## src/rtl/encoder_bank_if.sv

```systemverilog
// Bus bundle for encoder_bank: raw quadrature phases in; per-channel value, change strobe,
// error flag and PWM out.
interface encoder_bank_if #(
   parameter int CHANNELS = 3,
   parameter int WIDTH    = 8
);
   logic [CHANNELS-1:0]       a;
   logic [CHANNELS-1:0]       b;
   logic [CHANNELS*WIDTH-1:0] value;
   logic [CHANNELS-1:0]       changed;
   logic [CHANNELS-1:0]       error;
   logic [CHANNELS-1:0]       pwm;

   modport master (output a, b, input value, changed, error, pwm);
   modport slave  (input a, b, output value, changed, error, pwm);
endinterface

```

## src/rtl/encoder_bank.sv

```systemverilog
// Bank of independent quadrature decoders: synchronize, debounce, x4 decode into a
// saturating or wrapping counter, and drive a PWM output from each count.
module encoder_bank #(
   parameter int CHANNELS = 3,
   parameter int WIDTH    = 8,
   parameter int HIST_LEN = 8,
   parameter int STEP     = 1,
   parameter int SATURATE = 1
) (
   input logic          clk,
   input logic          reset,
   encoder_bank_if.slave bus
);

   localparam logic [WIDTH-1:0] MAX_VAL  = '1;
   localparam logic [WIDTH:0]   STEP_EXT = (WIDTH+1)'(STEP);

   logic [CHANNELS-1:0] a_meta, a_sync, b_meta, b_sync;
   logic [WIDTH-1:0]    pwm_cnt;

   function automatic logic [1:0] cw_next(input logic [1:0] s);
      case (s)
         2'b00:   return 2'b01;
         2'b01:   return 2'b11;
         2'b11:   return 2'b10;
         default: return 2'b00;
      endcase
   endfunction

   always_ff @(posedge clk or negedge reset) begin
      if (!reset) begin
         a_meta  <= '0;
         a_sync  <= '0;
         b_meta  <= '0;
         b_sync  <= '0;
         pwm_cnt <= '0;
      end else begin
         a_meta  <= bus.a;
         a_sync  <= a_meta;
         b_meta  <= bus.b;
         b_sync  <= b_meta;
         pwm_cnt <= pwm_cnt + 1'b1;
      end
   end

   for (genvar g = 0; g < CHANNELS; g++) begin : g_ch
      logic [HIST_LEN-1:0] hist_a, hist_b;
      logic                deb_a, deb_b, prev_a, prev_b;
      logic [WIDTH-1:0]    val, next_val;
      logic                upd, err_hit;
      logic                changed_r, error_r, pwm_r;
      logic [1:0]          cur, prv;
      logic [WIDTH:0]      sum;

      assign cur = {deb_a, deb_b};
      assign prv = {prev_a, prev_b};

      // A step that flips both phases has no direction, so it only raises the error flag.
      always_comb begin
         next_val = val;
         upd      = 1'b0;
         err_hit  = 1'b0;
         sum      = '0;
         if (cur != prv) begin
            if ((cur ^ prv) == 2'b11) begin
               err_hit = 1'b1;
            end else if (cw_next(prv) == cur) begin
               sum = {1'b0, val} + STEP_EXT;
               if (SATURATE != 0 && sum[WIDTH]) next_val = MAX_VAL;
               else                             next_val = sum[WIDTH-1:0];
               upd = (SATURATE == 0) || (next_val != val);
            end else begin
               sum = {1'b0, val} - STEP_EXT;
               if (SATURATE != 0 && sum[WIDTH]) next_val = '0;
               else                             next_val = sum[WIDTH-1:0];
               upd = (SATURATE == 0) || (next_val != val);
            end
         end
      end

      always_ff @(posedge clk or negedge reset) begin
         if (!reset) begin
            hist_a    <= '0;
            hist_b    <= '0;
            deb_a     <= 1'b0;
            deb_b     <= 1'b0;
            prev_a    <= 1'b0;
            prev_b    <= 1'b0;
            val       <= '0;
            changed_r <= 1'b0;
            error_r   <= 1'b0;
            pwm_r     <= 1'b0;
         end else begin
            hist_a <= {hist_a[HIST_LEN-2:0], a_sync[g]};
            hist_b <= {hist_b[HIST_LEN-2:0], b_sync[g]};
            if (hist_a == '1)      deb_a <= 1'b1;
            else if (hist_a == '0) deb_a <= 1'b0;
            if (hist_b == '1)      deb_b <= 1'b1;
            else if (hist_b == '0) deb_b <= 1'b0;
            prev_a    <= deb_a;
            prev_b    <= deb_b;
            val       <= next_val;
            changed_r <= upd;
            error_r   <= error_r | err_hit;
            pwm_r     <= (pwm_cnt < val);
         end
      end

      assign bus.value[g*WIDTH +: WIDTH] = val;
      assign bus.changed[g]              = changed_r;
      assign bus.error[g]                = error_r;
      assign bus.pwm[g]                  = pwm_r;
   end

endmodule

```

## src/flat_wrapper.sv

```systemverilog
// flat-port wrapper written by rule: the top's interface ports become plain ports
module encoder_bank_flat 
#(
   parameter int CHANNELS = 3,
   parameter int WIDTH    = 8,
   parameter int HIST_LEN = 8,
   parameter int STEP     = 1,
   parameter int SATURATE = 1
)
  (clk, reset, bus_a, bus_b, bus_value, bus_changed, bus_error, bus_pwm);
  encoder_bank_if #(.CHANNELS(CHANNELS), .WIDTH(WIDTH)) bus_i ();
  input logic clk;
  input logic reset;
  input wire logic [$bits(bus_i.a)-1:0] bus_a;
  input wire logic [$bits(bus_i.b)-1:0] bus_b;
  output wire logic [$bits(bus_i.value)-1:0] bus_value;
  output wire logic [$bits(bus_i.changed)-1:0] bus_changed;
  output wire logic [$bits(bus_i.error)-1:0] bus_error;
  output wire logic [$bits(bus_i.pwm)-1:0] bus_pwm;
  assign bus_i.a = bus_a;
  assign bus_i.b = bus_b;
  assign bus_value = bus_i.value;
  assign bus_changed = bus_i.changed;
  assign bus_error = bus_i.error;
  assign bus_pwm = bus_i.pwm;
  encoder_bank #(.CHANNELS(CHANNELS), .WIDTH(WIDTH), .HIST_LEN(HIST_LEN), .STEP(STEP), .SATURATE(SATURATE)) u_core (.clk(clk), .reset(reset), .bus(bus_i));
endmodule
```

## config.mk

```make
export PLATFORM = sky130hd
export DESIGN_NAME = encoder_bank_flat
export DESIGN_NICKNAME = d
export VERILOG_FILES = /design/src/rtl/encoder_bank_if.sv /design/src/rtl/encoder_bank.sv /design/src/flat_wrapper.sv
export SDC_FILE = /design/constraint.sdc
export NUM_CORES = 1
export LEC_CHECK = 0
export CAP_MARGIN = 20
export CELL_PAD_IN_SITES_DETAIL_PLACEMENT = 0
export CELL_PAD_IN_SITES_GLOBAL_PLACEMENT = 1
export CORE_MARGIN = 2
export CORE_UTILIZATION = 44
export CTS_BUF_LIST = sky130_fd_sc_hd__clkbuf_16
export DETAILED_ROUTE_END_ITERATION = 10
export GPL_TIMING_DRIVEN = 0
export HOLD_SLACK_MARGIN = 0.1
export PLACE_DENSITY_LB_ADDON = 0.1
export SYNTH_ARGS = -nofsm -noshare
export SYNTH_HDL_FRONTEND = slang
export SYNTH_SLANG_ARGS = --single-unit
```

## constraint.sdc

```tcl
create_clock -name clk -period 4 [get_ports clk]
set_clock_uncertainty 0.1 [all_clocks]
set_input_delay 0.8 -clock clk [delete_from_list [all_inputs] [get_ports clk]]
set_output_delay 0.8 -clock clk [all_outputs]
set_load 0.01 [all_outputs]
```

==> out/results.ini <==
[logic_synthesis]
avgSynthCellArea_sq_um = 10.6
ys_types = 72
synth_top_area_cell = dfrtp_1
yosysSeqAreaShare_pct = 49.2
async_flop_share_pct = 100
synth_edf_count = 0
syn_nets = 586
synth_warnings = 0
synth_ff_type = dfrtp_1
ys_ff_latch = 113
synth_top_cells_by_area = dfrtp_1 49%, ha_1 7.4%, o21ai_0 3.7%
synth_top_area_share_pct = 49.2
synthCells = 544
syn_area_sq_mm = 0.00575

[route]
drtAntennaViolNets = 0
drc = 0
via_count = 4386
drt-pass1-iter-count = 5
avgRoutedWirePerCell_um = 15.5
dr.first_iter.drc_count = 303
drt-total-wl_mm = 12.2
vias_per_cell = 5.57

[pwr]
power.density_mw_per_mm2 = 623
p_leak_nw = 2.91
ir_drop_mv = 0.293

[cells_and_area]
final_cells = 787
fin_area_sq_mm = 0.00692
layout-area-overhead-vs-synth_pct = 20.3
nFillCells = 1147
layout.nets = 646
antennaDiodeCount = 0
post-route-util_pct = 54.6
drive_gt1_share_pct = 13.3

[clock_tree]
ctsLongestPathBuffers = 2
clkLatencyLatePin_ns = 0.41
h-tree-depth = 4
numCtsBuffers = 17
holdBufCountCts = 0
post_cts_buffers = 0
cts_num_sinks = 113
clk_pin_slew_ns = 0.05
cts_tree = done
ctsResizeCount = 0
root_buffer = clkbuf_16

[place]
dp_hpwl_mm = 8.28
dpl.cell_count = 757
portBuffers = 40
gp_congestion = 0.865
dpl_cell_area_sq_mm = 0.00639

[critical_path]
worstSetupEndpointType = register
worstSetupPathType = reg2reg
cp-startpoint = u_core.g_ch[1].val[1]
cp.required_ns = 4.19
arrival_ns = 2.75
r2r_start = u_core.g_ch[1].val[1]
startpoint_type = register
crit_fanout = 9

[sta]
max_freq_mhz = 391
fin_crit_sh_pct = 64.0
worst_pin_slew_ns = 0.843
rsz0062_at_grt = no
hold_violations = 0
setup-violations-final = 0
drv_slew = 0
timing.slew.headroom_pct = 43.8
finalCriticalPeriod_ns = 2.56
hold_slack_ns = 0.246

[die]
io_pins = 41
die_w_um = 118
core_sq_mm = 0.0127
die_h_um = 118
start_util_pct = 45.4
dieArea_sq_mm = 0.0140
rows = 41

[global_route]
grt_max_degree = 65
grt_pass1_vias = 4222
grt_pass1_wl_mm = 20.6
overflow = 0
grt_usage_pct = 18.4
antenna_found_initial = 0

[job]
drv_cap = 0

[outcome]
status = finished clean

[worst_hold_path]
hold_start = u_core.b_sync[2]
hold_path_class = reg2reg

==> cell type report <==
class                      instances  area (sq um)  share of cell area, %
clock inverter                    13           103                   1.48
multi-input combinational        363          2590                   37.4
inverter                          36           135                   1.95
tap                              172           215                   3.11
buffer                            32           203                   2.93
timing repair buffer              41           425                   6.15
clock buffer                      17           425                   6.15
sequential                       113          2830                   40.9
==> path summary, 6_finish.rpt <==
path                                                 end  slack, ns  cells after the start
min in group asynchronous          u_core.g_ch[1].val[6]       0.39                      1
max in group asynchronous               u_core.b_sync[0]       2.70                      2
worst min-delay path            u_core.g_ch[2].hist_b[0]       0.25                      0
worst min register to register  u_core.g_ch[2].hist_b[0]       0.25                      0
worst max register to register  u_core.g_ch[1].changed_r       1.44                      8
worst max-delay path            u_core.g_ch[1].changed_r       1.44                      8
==> metrics by stage <==
| stage | worst slack [ns] | power (mW) | TNS (ns) |
|---|---|---|---|
| global placement | -2.19 | 2.96 | -246.08 |
| finish | 1.44 | 4.31 | 0 |
| CTS | 1.43 | 4.35 | 0 |
| global route | 1.31 | 4.59 | 0 |
| floorplan | 1.76 | 2.42 | 0 |
| detailed placement | 1.45 | 2.98 | 0 |
==> Yosys cell counts, drive strengths merged (9+ instances only) <==
| library cell | n |
|---|---|
| a21oi | 9 |
| nor2 | 21 |
| ha | 34 |
| o21ai | 42 |
| nand3 | 26 |
| dfrtp | 113 |
| a31oi | 12 |
| xnor2 | 12 |
| nand4 | 16 |
| buf | 22 |
| clkbuf | 10 |
| nand2 | 48 |
| nor3 | 10 |
| inv | 36 |
==> layout by cell type (no fill, tap or decap), types with 8 or more instances in the layout <==
cell	count
dfrtp_1	113
ha_1	34
inv_1	39
xnor2_1	11
clkbuf_16	17
nor2_1	21
nand3_1	26
o21ai_0	42
a31oi_1	12
clkbuf_1	8
nand4_1	15
a21oi_1	9
nand2_1	46
nor3_1	10
clkdlybuf4s50_1	39
buf_4	12
o211ai_1	8
or4_1	8
==> critical path: stages, from the launching register on <==
cell and delay, ns:
dfrtp_1 0.40, clkbuf_1 0.21, inv_1 0.16, ha_1 0.31, or4b_4 0.54, nor4_4 0.27
a21oi_1 0.12, a221oi_2 0.21, o311ai_1 0.11
==> cells by family after synthesis <==
logic type / after synthesis / synth area share [%]
AND/OR/NAND/NOR: 166 / 15.9
multiplexers: 6 / 1.13
buffers and inverters: 68 / 5.87
XOR/XNOR: 20 / 3.44
adder cells (fa/ha/maj): 34 / 7.40
AO/OA/AOI/OAI: 137 / 17.1
flip-flops: 113 / 49.2
==> state kept, by name, summed over array words and instances (netlist names) <==
signal / flops
u_core.g_ch.deb_b: 3
u_core.g_ch.changed_r: 3
u_core.g_ch.prev_a: 3
u_core.g_ch.deb_a: 3
u_core.b_sync: 3
u_core.g_ch.error_r: 3
u_core.g_ch.prev_b: 3
u_core.pwm_cnt: 8
u_core.g_ch.pwm_r: 3
u_core.b_meta: 3
u_core.g_ch.val: 24
u_core.a_meta: 3
u_core.g_ch.hist_a: 24
u_core.a_sync: 3
u_core.g_ch.hist_b: 24
==> power by group <==
group	internal [mW]	switching (mW)	total, mW	leakage, nW
logic	0.688	0.766	1.45	1.35
clock network	0.834	0.507	1.34	0.270
registers	1.31	0.207	1.52	1.28
==> layer usage <==
layer / share of wire, % / global-route usage, % / up-vias
li1: - / - / 2128
met4: 0.97 / 6.17 / 0
met3: 5.1 / 4.97 / 14
met5: 0 / 0 / -
met1: 49 / 25.9 / 2124
met2: 45 / 27.3 / 120
(Power assumes the default switching activity.)
